**config.mk**
```make
export PLATFORM = sky130hd
export DESIGN_NAME = smpl_pacer_flat
export DESIGN_NICKNAME = d
export VERILOG_FILES = /design/src/rtl/smpl_pacer_if.sv /design/src/rtl/smpl_pacer.sv /design/src/flat_wrapper.sv
export SDC_FILE = /design/constraint.sdc
export NUM_CORES = 1
export LEC_CHECK = 0
export ABC_CLOCK_PERIOD_IN_PS = 4100
export BUFFER_PORTS_ARGS = -buffer_cell sky130_fd_sc_hd__buf_2
export CORE_MARGIN = 5
export CORE_UTILIZATION = 60
export CTS_CLUSTER_DIAMETER = 120
export DETAILED_ROUTE_END_ITERATION = 7
export PLACE_DENSITY = 0.76
export SYNTH_ARGS = -nofsm -noshare
export SYNTH_HDL_FRONTEND = slang
export SYNTH_SLANG_ARGS = --single-unit
```
**constraint.sdc**
```tcl
create_clock -name clk -period 4.1 [get_ports clk]
set_clock_uncertainty 0.05 [all_clocks]
set_input_delay 0.41 -clock clk [delete_from_list [all_inputs] [get_ports clk]]
set_output_delay 0.41 -clock clk [all_outputs]
set_load 0.05 [all_outputs]
```
**src/rtl/smpl_pacer_if.sv**
```systemverilog
// smpl_pacer_if: EQ-side push, speaker-side paced output, status and error-clear signals.
interface smpl_pacer_if #(parameter int DEPTH = 8);
    logic                         en;
    logic                         in_vld;
    logic                         in_rdy;
    logic [15:0]                  in_lft;
    logic [15:0]                  in_rght;
    logic                         out_vld;
    logic [15:0]                  lft_chnnl;
    logic [15:0]                  rght_chnnl;
    logic [$clog2(DEPTH+1)-1:0]   fill;
    logic                         undr;
    logic                         ovr;
    logic                         clr_err;
    modport master (output en, in_vld, in_lft, in_rght, clr_err,
                    input  in_rdy, out_vld, lft_chnnl, rght_chnnl, fill, undr, ovr);
    modport slave  (input  en, in_vld, in_lft, in_rght, clr_err,
                    output in_rdy, out_vld, lft_chnnl, rght_chnnl, fill, undr, ovr);
endinterface

```
**src/rtl/smpl_pacer.sv**
```systemverilog
// smpl_pacer: stereo sample FIFO that primes to half-full, then emits one pair every PERIOD clocks.
module smpl_pacer #(
    parameter int DEPTH  = 8,
    parameter int PERIOD = 1024
) (
    input  logic        clk,
    input  logic        rst,
    smpl_pacer_if.slave bus
);
    localparam int AW = $clog2(DEPTH);
    localparam int FW = $clog2(DEPTH + 1);
    localparam int CW = $clog2(PERIOD);
    localparam logic [1:0] IDLE  = 2'd0;
    localparam logic [1:0] PRIME = 2'd1;
    localparam logic [1:0] RUN   = 2'd2;

    logic [1:0]    r_state;
    logic [CW-1:0] r_cnt;
    logic [AW-1:0] r_wr, r_rd;
    logic [FW-1:0] r_fill;
    logic [15:0]   r_mem_l [DEPTH];
    logic [15:0]   r_mem_r [DEPTH];
    logic          r_out_vld, r_undr, r_ovr;
    logic [15:0]   r_lft, r_rght;
    logic          w_full, w_push, w_tick, w_pop, w_undr;
    logic [1:0]    w_nxt;

    assign w_full = r_fill == FW'(DEPTH);
    assign w_push = bus.in_vld && !w_full;
    assign w_tick = r_state == RUN && bus.en && r_cnt == CW'(PERIOD - 1);
    assign w_pop  = w_tick && r_fill != '0;
    assign w_undr = w_tick && r_fill == '0;
    // Underrun falls back to PRIME so playback resumes only after re-priming.
    assign w_nxt  = !bus.en            ? IDLE :
                    r_state == IDLE    ? PRIME :
                    r_state == PRIME   ? (r_fill >= FW'(DEPTH / 2) ? RUN : PRIME) :
                    w_undr             ? PRIME : r_state;

    assign bus.in_rdy     = !w_full;
    assign bus.out_vld    = r_out_vld;
    assign bus.lft_chnnl  = r_lft;
    assign bus.rght_chnnl = r_rght;
    assign bus.fill       = r_fill;
    assign bus.undr       = r_undr;
    assign bus.ovr        = r_ovr;

    always_ff @(posedge clk) begin
        if (w_push) begin
            r_mem_l[r_wr] <= bus.in_lft;
            r_mem_r[r_wr] <= bus.in_rght;
        end
    end

    always_ff @(posedge clk or posedge rst) begin
        if (rst) begin
            r_state   <= IDLE;
            r_cnt     <= '0;
            r_wr      <= '0;
            r_rd      <= '0;
            r_fill    <= '0;
            r_out_vld <= 1'b0;
            r_lft     <= '0;
            r_rght    <= '0;
            r_undr    <= 1'b0;
            r_ovr     <= 1'b0;
        end else begin
            r_state   <= w_nxt;
            r_cnt     <= (r_state == RUN && bus.en && !w_tick) ? r_cnt + 1'b1 : '0;
            r_wr      <= r_wr + AW'(w_push);
            r_rd      <= r_rd + AW'(w_pop);
            r_fill    <= r_fill + FW'(w_push) - FW'(w_pop);
            r_out_vld <= w_tick;
            if (w_tick) begin
                r_lft  <= w_pop ? r_mem_l[r_rd] : '0;
                r_rght <= w_pop ? r_mem_r[r_rd] : '0;
            end
            r_undr    <= w_undr || (r_undr && !bus.clr_err);
            r_ovr     <= (bus.in_vld && w_full) || (r_ovr && !bus.clr_err);
        end
    end
endmodule

```
**src/flat_wrapper.sv**
```systemverilog
// flat-port wrapper written by rule: the top's interface ports become plain ports
module smpl_pacer_flat 
#(
    parameter int DEPTH  = 8,
    parameter int PERIOD = 1024
)
  (clk, rst, bus_en, bus_in_vld, bus_in_lft, bus_in_rght, bus_clr_err, bus_in_rdy, bus_out_vld, bus_lft_chnnl, bus_rght_chnnl, bus_fill, bus_undr, bus_ovr);
  smpl_pacer_if #(.DEPTH(DEPTH)) bus_i ();
  input  logic clk;
  input  logic rst;
  input wire logic [$bits(bus_i.en)-1:0] bus_en;
  input wire logic [$bits(bus_i.in_vld)-1:0] bus_in_vld;
  input wire logic [$bits(bus_i.in_lft)-1:0] bus_in_lft;
  input wire logic [$bits(bus_i.in_rght)-1:0] bus_in_rght;
  input wire logic [$bits(bus_i.clr_err)-1:0] bus_clr_err;
  output wire logic [$bits(bus_i.in_rdy)-1:0] bus_in_rdy;
  output wire logic [$bits(bus_i.out_vld)-1:0] bus_out_vld;
  output wire logic [$bits(bus_i.lft_chnnl)-1:0] bus_lft_chnnl;
  output wire logic [$bits(bus_i.rght_chnnl)-1:0] bus_rght_chnnl;
  output wire logic [$bits(bus_i.fill)-1:0] bus_fill;
  output wire logic [$bits(bus_i.undr)-1:0] bus_undr;
  output wire logic [$bits(bus_i.ovr)-1:0] bus_ovr;
  assign bus_i.en = bus_en;
  assign bus_i.in_vld = bus_in_vld;
  assign bus_i.in_lft = bus_in_lft;
  assign bus_i.in_rght = bus_in_rght;
  assign bus_i.clr_err = bus_clr_err;
  assign bus_in_rdy = bus_i.in_rdy;
  assign bus_out_vld = bus_i.out_vld;
  assign bus_lft_chnnl = bus_i.lft_chnnl;
  assign bus_rght_chnnl = bus_i.rght_chnnl;
  assign bus_fill = bus_i.fill;
  assign bus_undr = bus_i.undr;
  assign bus_ovr = bus_i.ovr;
  smpl_pacer #(.DEPTH(DEPTH), .PERIOD(PERIOD)) u_core (.clk(clk), .rst(rst), .bus(bus_i));
endmodule
```
==> results of run 1 <==
## final timing paths
path	slack (ns)	cells past startpoint	from	to
worst max-delay path	1.40	11	u_core.r_cnt[0]$_DFF_PP0_	u_core.bus.fill[2]$_DFF_PP0_
worst max register to register	1.40	11	u_core.r_cnt[0]$_DFF_PP0_	u_core.bus.fill[2]$_DFF_PP0_
worst min register to register	0.42	2	u_core.bus.lft_chnnl[5]$_DFFE_PP0P_	u_core.bus.lft_chnnl[5]$_DFFE_PP0P_
max in group asynchronous	2.66	4	rst	u_core.r_rd[0]$_DFF_PP0_
min in group asynchronous	0.43	3	rst	u_core.r_cnt[8]$_DFF_PP0_
worst min-delay path	0.03	2	bus_clr_err	u_core.bus.undr$_DFF_PP0_
## area by class of cell
type                       instances  area, um^2
inverter                          12        45.0
clock inverter                    14         114
clock buffer                      42         847
multi-input combinational        241        2680
sequential                       313        9120
tap                              265         332
fill                            1228        5930
timing repair buffer              85         463
## cell usage in the layout (no fill, tap or decap), types with 3 or more instances in the layout
cell | Yosys | layout
buf_2 | 4 | 76
buf_4 | 4 | 7
clkbuf_1 | 10 | 8
clkbuf_16 | 0 | 31
clkbuf_8 | 0 | 3
clkinv_1 | 0 | 5
clkinv_2 | 0 | 7
dfrtp_1 | 57 | 54
edfxtp_1 | 256 | 256
ha_1 | 12 | 12
inv_1 | 12 | 11
mux2i_1 | 31 | 31
mux4_2 | 64 | 64
nand2_1 | 39 | 39
nand3_1 | 4 | 4
nor2_1 | 19 | 13
nor2_4 | 0 | 6
o21ai_0 | 5 | 5
o21ai_1 | 29 | 29
xor2_1 | 9 | 9
## per-stage QoR
step / cells / setup slack [ns] / area, um^2 / util (%) / hold WS (ns)
CTS: 972 / 1.39 / 13600 / 69.7 / 0.00776
floorplan: 592 / 0.582 / 11900 / - / 0.398
finish: 972 / 1.40 / 13600 / 69.7 / 0.0252
global route: 972 / 1.19 / 13600 / 69.7 / 0.0189
detailed placement: 915 / 1.39 / 12600 / 64.7 / 0.421
global placement: 915 / 1.45 / 12600 / 64.7 / 0.409
## cell usage after synthesis
cell type and number:
nand4_2 1, buf_4 4, nand3b_1 2, inv_1 12, mux2i_1 31, o21ai_1 29, clkbuf_1 10, and4_1 1
and2_1 2, o21ai_0 5, ha_1 12, nor3_1 3, buf_1 4, o22ai_1 1, xnor2_1 2, or4_1 1
edfxtp_1 256, nor2_1 19, dfrtp_1 57, a21o_1 1, or3b_2 1, mux4_2 64, nand2_1 39, nor4_2 1
nand4_1 2, buf_6 3, nor2b_1 1, buf_2 4, a21oi_1 2, fa_1 1, clkbuf_2 1, or3_1 1
o21ai_2 1, nand3_1 4, a21boi_0 1, xor2_1 9, or2_2 1, nand2b_1 2, o211a_1 1
## logic make-up (layout without fill, tap and decap cells)
family          Yosys count  in the layout  share of synthesized area [%]
flops                   313            313                           76.5
compound gates           41             41                           1.85
xor+xnor                 11             11                          0.809
buf+inv                  38            153                           1.56
mux                      95             95                           14.7
simple gates             81             81                           3.14
fa+ha+maj                13             13                           1.43
## sequential cells by signal, indices dropped and copies added (netlist names)
register and flops:
u_core.bus.fill 4, u_core.bus.lft_chnnl 16, u_core.bus.out_vld 1, u_core.bus.ovr 1, u_core.bus.rght_chnnl 16, u_core.bus.undr 1, u_core.r_cnt 10, u_core.r_mem_l 128
u_core.r_mem_r 128, u_core.r_rd 3, u_core.r_state 2, u_core.r_wr 3
## layer usage
metal / routed length, um / part of all wire [%] / vias up / global-route usage, %
met5: 19 / 0.088 / - / 0
met4: 510 / 2.4 / 4 / 5.03
met3: 1070 / 4.9 / 40 / 3.08
met2: 11000 / 51 / 147 / 33.2
met1: 9120 / 42 / 2968 / 28.5
li1: - / - / 2526 / -
## critical path, stage by stage, from the launching register on
cell     delay [ns]
dfrtp_1        0.40
ha_1           0.25
nand4_1        0.16
nor4_2         0.08
nand2_1        0.07
buf_4          0.37
inv_1          0.11
ha_1           0.29
inv_1          0.04
ha_1           0.20
fa_1           0.40
xor2_1         0.17
## power by group through the flow
stage | clock network, uW | logic, uW | registers [uW]
3_5_place_dp | 0 | 824 | 4100
2_1_floorplan | 0 | 432 | 4130
6_report | 2630 | 806 | 4030
5_1_grt | 2820 | 884 | 4060
3_3_place_gp | 0 | 789 | 4060
4_1_cts | 2690 | 829 | 4040
## what timing repair did
action,in CTS,in global routing
hold buffers,1,0
setup endpoints to repair,0,0
endpoints found under the hold margin,23,0
==> impl_metrics.yaml, run 1 <==
placement:
  place_congestion: 0.761
  hpwlAfterDp_mm: 12.6
  portBuffers: 76
layout:
  antenna_cells: 0
  nets: 733
  drive_gt1_share_pct: 29.4
  syn_to_final_growth_pct: 14.2
floorplan:
  start_util_pct: 61.0
  die-area_mm2: 0.0228
  boundaryPins: 77
  core_mm2: 0.0195
  die_x_um: 151
  rows: 51
  die_h_um: 151
yosys:
  synth_nets: 642
  synth_area_mm2: 0.0119
  synth_cell_types: 39
  synthCells: 592
  ys_warn_count: 0
  ys_seq_elements: 313
  avgSynthCellArea_um2: 20.1
  yosysTopAreaCellShare_pct: 64.5
  synth_top_cell_by_area: "edfxtp_1"
  synthTopCellsByArea: "edfxtp_1 (65%), mux4_2 (12%), dfrtp_1 (12%), mux2i_1 (2.6%), ha_1 (1.3%)"
  ys_seq_area_share_pct: 76.5
critical_path:
  critPathLaunchType: "flip-flop"
  critPathKind: "flip-flop to flip-flop"
  crit_path_end_kind: "flip-flop"
  worst_ep_arrival_time_ns: 3.07
  worstPathRequired_ns: 4.47
  cp_max_fo: 33
power:
  ir_drop_v: 0.000446
  leakage_uw: 0.00471
  total_power_uw: 7480
  swShare_pct: 23.9
  p_per_area_mw_per_mm2: 550
  p_int_uw: 5690
  p_seq_share_pct: 54.0
  comb_power_share_pct: 10.8
  power.switching_uw: 1780
  pwr-share-clk_pct: 35.2
clocking:
  clkLatencyLatePin_ns: 0.53
  numCtsBuffers: 30
  cts_tree: "done"
  cts.repair.resized: 0
  clock_path_buffers: 3
  htreeDepth: 1
  cts_root_buffer: "clkbuf_16"
  clkSinkCount: 313
  clkTransAtPathRegs_ns: 0.06
  postCtsSetupBuffers: 0
sta:
  worstMarginPinSlew_ns: 1.22
  slew_viol_final: 0
  rsz0062_at_grt: "false"
  setup_tns_ns: 0
  hold_viol_final: 0
  maxSlewHeadroom_pct: 18.6
  setup_viol: 0
  fin_crit_sh_pct: 65.8
  min_period_ns: 2.70
  fmax_ghz: 0.371
global_routing:
  gr-usage-all-layers_pct: 20.0
  grt-ovfl-total: 0
  grt_max_degree: 44
  grt_antenna_before_repair: 2
  first_global_vias: 5990
  grt_pass1_wl_mm: 34.2
hold_path:
  hold_class: "input pin to flip-flop"
drt:
  drt-vias-per-instance: 5.85
  drtIter0Drc: 437
  drt-total-wl_mm: 21.7
  ant_nets: 0
  drc: 0
  first_pass_iters: 4
  via_count: 5685
  wl_per_cell_um: 22.3
outcome:
  status: "completed"
run:
  timing.max_cap.violations: 0
Note: power is estimated with default switching activity, not from simulation.
==> run 2, diff against run 1 <==
Settings changed: ABC_CLOCK_PERIOD_IN_PS 4100 to 2750.
Clock period 4.1 ns to 2.75 ns, I/O delays scaled along.
==> run 2 against run 1 <==
Against the previous run:
- routed wire length rose by 6.7%
- via count increased by 3.1%
- core utilization increased by 2.9 points
- total power grew 52%
- global-route usage up 1.4 points
- final cell count rose by 4.8%
- maximum frequency is 12% higher
- sequential power is 49% higher
- combinational power up 71%
- worst setup slack lost 1.1 ns
- sequential share of layout area down 2.7 points
- count of clock-buffer cells in the layout is the same
- critical endpoint is now u_core.bus.fill[3]$_DFF_PP0_
- highest routed layer is now met4
==> impl_metrics.yaml, run 2 (synthesis gave the netlist of run 1 again) <==
outcome:
  status: "completed"
placement:
  hpwlAfterDp_mm: 12.7
  pre_cts_ws_ns: 0.350
  place_area_mm2: 0.0128
  place_congestion: 0.765
  portBuffers: 76
global_routing:
  use_met2_pct: 36.8
  grt_pass1_wl_mm: 36.5
  grt_antenna_before_repair: 1
  busiest_layer: "met2"
  gr-usage-all-layers_pct: 21.3
  grt_max_degree: 58
  grtUsageMet1_pct: 29.5
  use_met3_pct: 3.23
  first_global_vias: 6352
  grt-ovfl-total: 0
sta:
  slew_viol_final: 0
  fin_crit_sh_pct: 87.9
  fmax_ghz: 0.414
  worstMarginPinSlew_ns: 0.801
  rsz0062_at_grt: "false"
  min_period_ns: 2.42
  hold_viol_final: 0
  layout_setup_ws_ns: 0.334
  fin_worst_hold_slack_ns: 0.414
  setup_viol: 0
  maxSlewHeadroom_pct: 46.6
  setup_tns_ns: 0
clocking:
  cts.repair.resized: 0
  htreeDepth: 1
  cts-hold-fix-buffers: 36
  numCtsBuffers: 31
  cts_root_buffer: "clkbuf_16"
  postCtsSetupBuffers: 0
  cts_tree: "done"
  clkSinkCount: 313
  clkTransAtPathRegs_ns: 0.06
  clock_path_buffers: 3
  clkLatencyLatePin_ns: 0.55
layout:
  mostFrequentLayoutCell: "edfxtp_1"
  stdcell_area_mm2: 0.0142
  nFillCells: 1159
  drive_gt1_share_pct: 29.7
  nets: 779
  multi_input_area_mm2: 0.00269
  syn_to_final_growth_pct: 18.9
  post-route-util_pct: 72.5
  mostFrequentLayoutCells: "edfxtp_1 (256), buf_2 (76), mux4_2 (64), dfrtp_1 (53), nand2_1 (38)"
  ff_latch_area_mm2: 0.00912
  largestRegisters: "u_core.r_mem_l x128, u_core.r_mem_r x128"
drt:
  via_count: 5860
  first_pass_iters: 5
  drt-vias-per-instance: 5.75
  wl_per_cell_um: 22.7
  drtIter0Drc: 376
  ant_nets: 0
  drc: 0
  drt-total-wl_mm: 23.1
floorplan:
  die_h_um: 151
  die-area_mm2: 0.0228
  die_x_um: 151
  start_util_pct: 61.0
  rows: 51
  boundaryPins: 77
  core_mm2: 0.0195
hold_path:
  hold_class: "input pin to flip-flop"
critical_path:
  worst_ep_arrival_time_ns: 2.83
  cp_common_cell: "ha_1"
  max_stage_delay_ns: 0.38
  critPathLaunchType: "flip-flop"
  r2r_slack_ns: 0.33
  crit_path_cell_trace: "ha_1 -> nand4_1 -> nor4_2 -> nand2_1 -> inv_1 -> ha_1 -> inv_1 -> ha_1 -> a21o_1 -> a21oi_1 -> xor2_1"
  crit_path_top_delay_cell: "dfrtp_1"
  worstPathRequired_ns: 3.17
  cp_max_fo: 4
  critPathKind: "flip-flop to flip-flop"
  crit_path_end_kind: "flip-flop"
power:
  ir_drop_v: 0.000639
  leakage_uw: 0.00495
  p_per_area_mw_per_mm2: 804
run:
  timing.max_cap.violations: 0
run 2: report_power, final:
group	total [uW]	switching [uW]	internal [uW]
Sequential	6010	200	5810
Clock	4000	1660	2340
Combinational	1380	914	463
run 2: through the flow:
step	total power [uW]	cells
after global routing	11900	1019
after CTS	11500	1018
after floorplan	6860	592
after global placement	7360	925
final	11400	1019
after detailed placement	7450	925
run 2: cell type report:
| class | instances | share of cell area, % |
|---|---|---|
| Tap cell | 265 | 2.34 |
| Timing Repair Buffer | 130 | 7.07 |
| Antenna cell | 1 | 0.0177 |
| Sequential cell | 313 | 64.4 |
| Inverter | 12 | 0.318 |
| Multi-Input combinational cell | 241 | 19.0 |
| Clock inverter | 15 | 0.901 |
| Clock buffer | 42 | 5.98 |
run 2: per-layer routing:
metal  up-vias  routed length (um)
li1       2621                   -
met1      3042                9580
met2       164               12000
met3        33                1140
met4         0                 397
met5         -                   0
run 2: path summary, 6_finish.rpt:
kind / start / end / depth (start not counted)
worst max-delay path: u_core.r_cnt[0]$_DFF_PP0_ / u_core.bus.fill[3]$_DFF_PP0_ / 11
worst min-delay path: bus_clr_err / u_core.bus.undr$_DFF_PP0_ / 3
worst max register to register: u_core.r_cnt[0]$_DFF_PP0_ / u_core.bus.fill[3]$_DFF_PP0_ / 11
worst min register to register: u_core.bus.lft_chnnl[3]$_DFFE_PP0P_ / u_core.bus.lft_chnnl[3]$_DFFE_PP0P_ / 2
max in group asynchronous: rst / u_core.r_rd[0]$_DFF_PP0_ / 4
min in group asynchronous: rst / u_core.r_state[0]$_DFFE_PP0P_ / 4
run 2: critical path, delay by kind of cell, from the launching register on:
family,cells,cell delay (ns)
xor+xnor,1,0.16
flops,1,0.38
simple gates,3,0.61
compound gates,2,0.36
buf+inv,2,0.15
fa+ha+maj,3,0.63
==> run 3, diff against run 2 <==
Settings changed: BUFFER_PORTS_ARGS -buffer_cell sky130_fd_sc_hd__buf_2 to default, CORE_UTILIZATION 60 to 65, CTS_BUF_LIST from default to sky130_fd_sc_hd__clkbuf_8, DONT_BUFFER_PORTS from default to 1, PLACE_DENSITY 0.76 to 0.78.
==> run 3 against run 2 <==
Against the previous run:
- cell area is 3.0% lower
- sequential share of layout area up 2.0 points
- total power fell by 5.5%
- critical path depth stayed put
- die area shrank 7.2%
- via count fell by 1.7%
- largest power group unchanged
==> impl_metrics.yaml, run 3 (synthesis gave the netlist of run 1 again) <==
outcome:
  status: "completed"
power:
  p_per_area_mw_per_mm2: 783
  p_int_uw: 8020
  power.switching_uw: 2740
  leakage_uw: 0.00470
  ir_drop_v: 0.000524
  pwr-share-clk_pct: 31.0
  p_seq_share_pct: 55.9
  swShare_pct: 25.5
  comb_power_share_pct: 13.1
sta:
  fmax_ghz: 0.415
  fin_crit_sh_pct: 87.6
  setup_tns_ns: 0
  hold_viol_final: 0
  rsz0062_at_grt: "false"
  min_period_ns: 2.41
  fin_worst_hold_slack_ns: 0.138
  setup_viol: 0
  worstMarginPinSlew_ns: 0.573
  maxSlewHeadroom_pct: 61.8
  slew_viol_final: 0
clocking:
  clkLatencyLatePin_ns: 0.54
  clkSinkCount: 313
  cts.repair.resized: 0
  numCtsBuffers: 46
  clkTransAtPathRegs_ns: 0.06
  clock_path_buffers: 3
  cts_root_buffer: "clkbuf_8"
  cts_tree: "done"
  htreeDepth: 2
critical_path:
  worstPathRequired_ns: 3.16
  worst_ep_arrival_time_ns: 2.82
  cp_max_fo: 4
  crit_path_end_kind: "flip-flop"
  critPathKind: "flip-flop to flip-flop"
  critPathLaunchType: "flip-flop"
layout:
  antenna_cells: 0
  largestRegisters: "u_core.r_mem_l x128, u_core.r_mem_r x128"
  drive_gt1_share_pct: 23.8
  mostFrequentLayoutCells: "edfxtp_1 (256), mux4_2 (64), dfrtp_1 (53), clkbuf_8 (51), nand2_1 (38)"
  mostFrequentLayoutCell: "edfxtp_1"
  syn_to_final_growth_pct: 15.3
  nets: 730
global_routing:
  grt_pass1_wl_mm: 36.0
  gr-usage-all-layers_pct: 22.2
  grt_antenna_before_repair: 0
  first_global_vias: 6216
  grt_max_degree: 33
  grt-ovfl-total: 0
drt:
  drt-total-wl_mm: 22.6
  first_pass_iters: 5
  ant_nets: 0
  drc: 0
  via_count: 5758
  wl_per_cell_um: 23.9
  drt-vias-per-instance: 6.09
  drtIter0Drc: 460
placement:
  place_congestion: 0.741
  portBuffers: 0
  hpwlAfterDp_mm: 13.9
floorplan:
  die_h_um: 145
  rows: 49
  boundaryPins: 77
  die-area_mm2: 0.0211
  start_util_pct: 66.1
  die_x_um: 145
  core_mm2: 0.0180
hold_path:
  hold_class: "input pin to async pin"
run:
  timing.max_cap.violations: 0
[run 3: layout make-up]
type / instances / area [um^2]
clock buffers: 51 / 702
fillers: 976 / 4290
well taps: 229 / 287
inverters: 12 / 45.0
flip-flops and latches: 313 / 9120
clock inverters: 34 / 143
repair buffers: 66 / 748
multi-input cells: 241 / 2690
[run 3: worst max-delay path, stage by stage (launching register included)]
cell and delay [ns]:
dfrtp_1 0.39, ha_1 0.23, nand4_1 0.17, nor4_2 0.29
nand2_1 0.12, inv_1 0.09, ha_1 0.14, inv_1 0.07
ha_1 0.29, a21o_1 0.18, a21oi_1 0.16, xor2_1 0.17
[run 3: per-stage QoR]
step | total power [uW] | setup slack, ns | std cells | utilization [%] | area [um^2]
after global routing | 11300 | 0.103 | 946 | 76.2 | 13700
after floorplan | 6860 | 0.00584 | 592 | - | 12000
after global placement | 7350 | 0.472 | 825 | 69.5 | 12500
after detailed placement | 7450 | 0.383 | 825 | 69.5 | 12500
final | 10800 | 0.341 | 946 | 76.2 | 13700
after CTS | 10800 | 0.355 | 946 | 76.2 | 13700
[run 3: metal layers]
layer | vias up | GRT usage (%) | share of wire, %
met4 | 0 | 5.88 | 1.4
li1 | 2530 | - | -
met5 | - | 0 | 0
met2 | 193 | 38.0 | 54
met1 | 3008 | 29.3 | 39
met3 | 27 | 4.98 | 6.1
[run 3: path summary, 6_finish.rpt]
path                                                  endpoint  slack [ns]                 startpoint  cells past startpoint
min in group clk                u_core.r_mem_r[7][7]$_DFFE_PP_        0.33                 bus_in_vld                      2
setup / recovery                  u_core.bus.fill[3]$_DFF_PP0_        0.34  u_core.r_cnt[0]$_DFF_PP0_                     11
max in group asynchronous         u_core.bus.fill[2]$_DFF_PP0_        1.76                        rst                      3
hold reg to reg                      u_core.r_cnt[0]$_DFF_PP0_        0.44  u_core.r_cnt[0]$_DFF_PP0_                      1
setup reg to reg                  u_core.bus.fill[3]$_DFF_PP0_        0.34  u_core.r_cnt[0]$_DFF_PP0_                     11
hold / removal             u_core.bus.lft_chnnl[2]$_DFFE_PP0P_        0.14                        rst                      2
[run 3: power groups by stage]
stage / Sequential, uW / Clock [uW] / Combinational (uW)
2_1_floorplan: 6160 / 0 / 698
3_3_place_gp: 6060 / 0 / 1290
3_5_place_dp: 6120 / 0 / 1330
6_report: 6020 / 3330 / 1410
4_1_cts: 6020 / 3400 / 1430
5_1_grt: 6060 / 3670 / 1520
[run 3: what timing repair did]
action                    CTS  global route
setup buffers               0             0
hold endpoints to repair  295             0
hold buffers               36             0
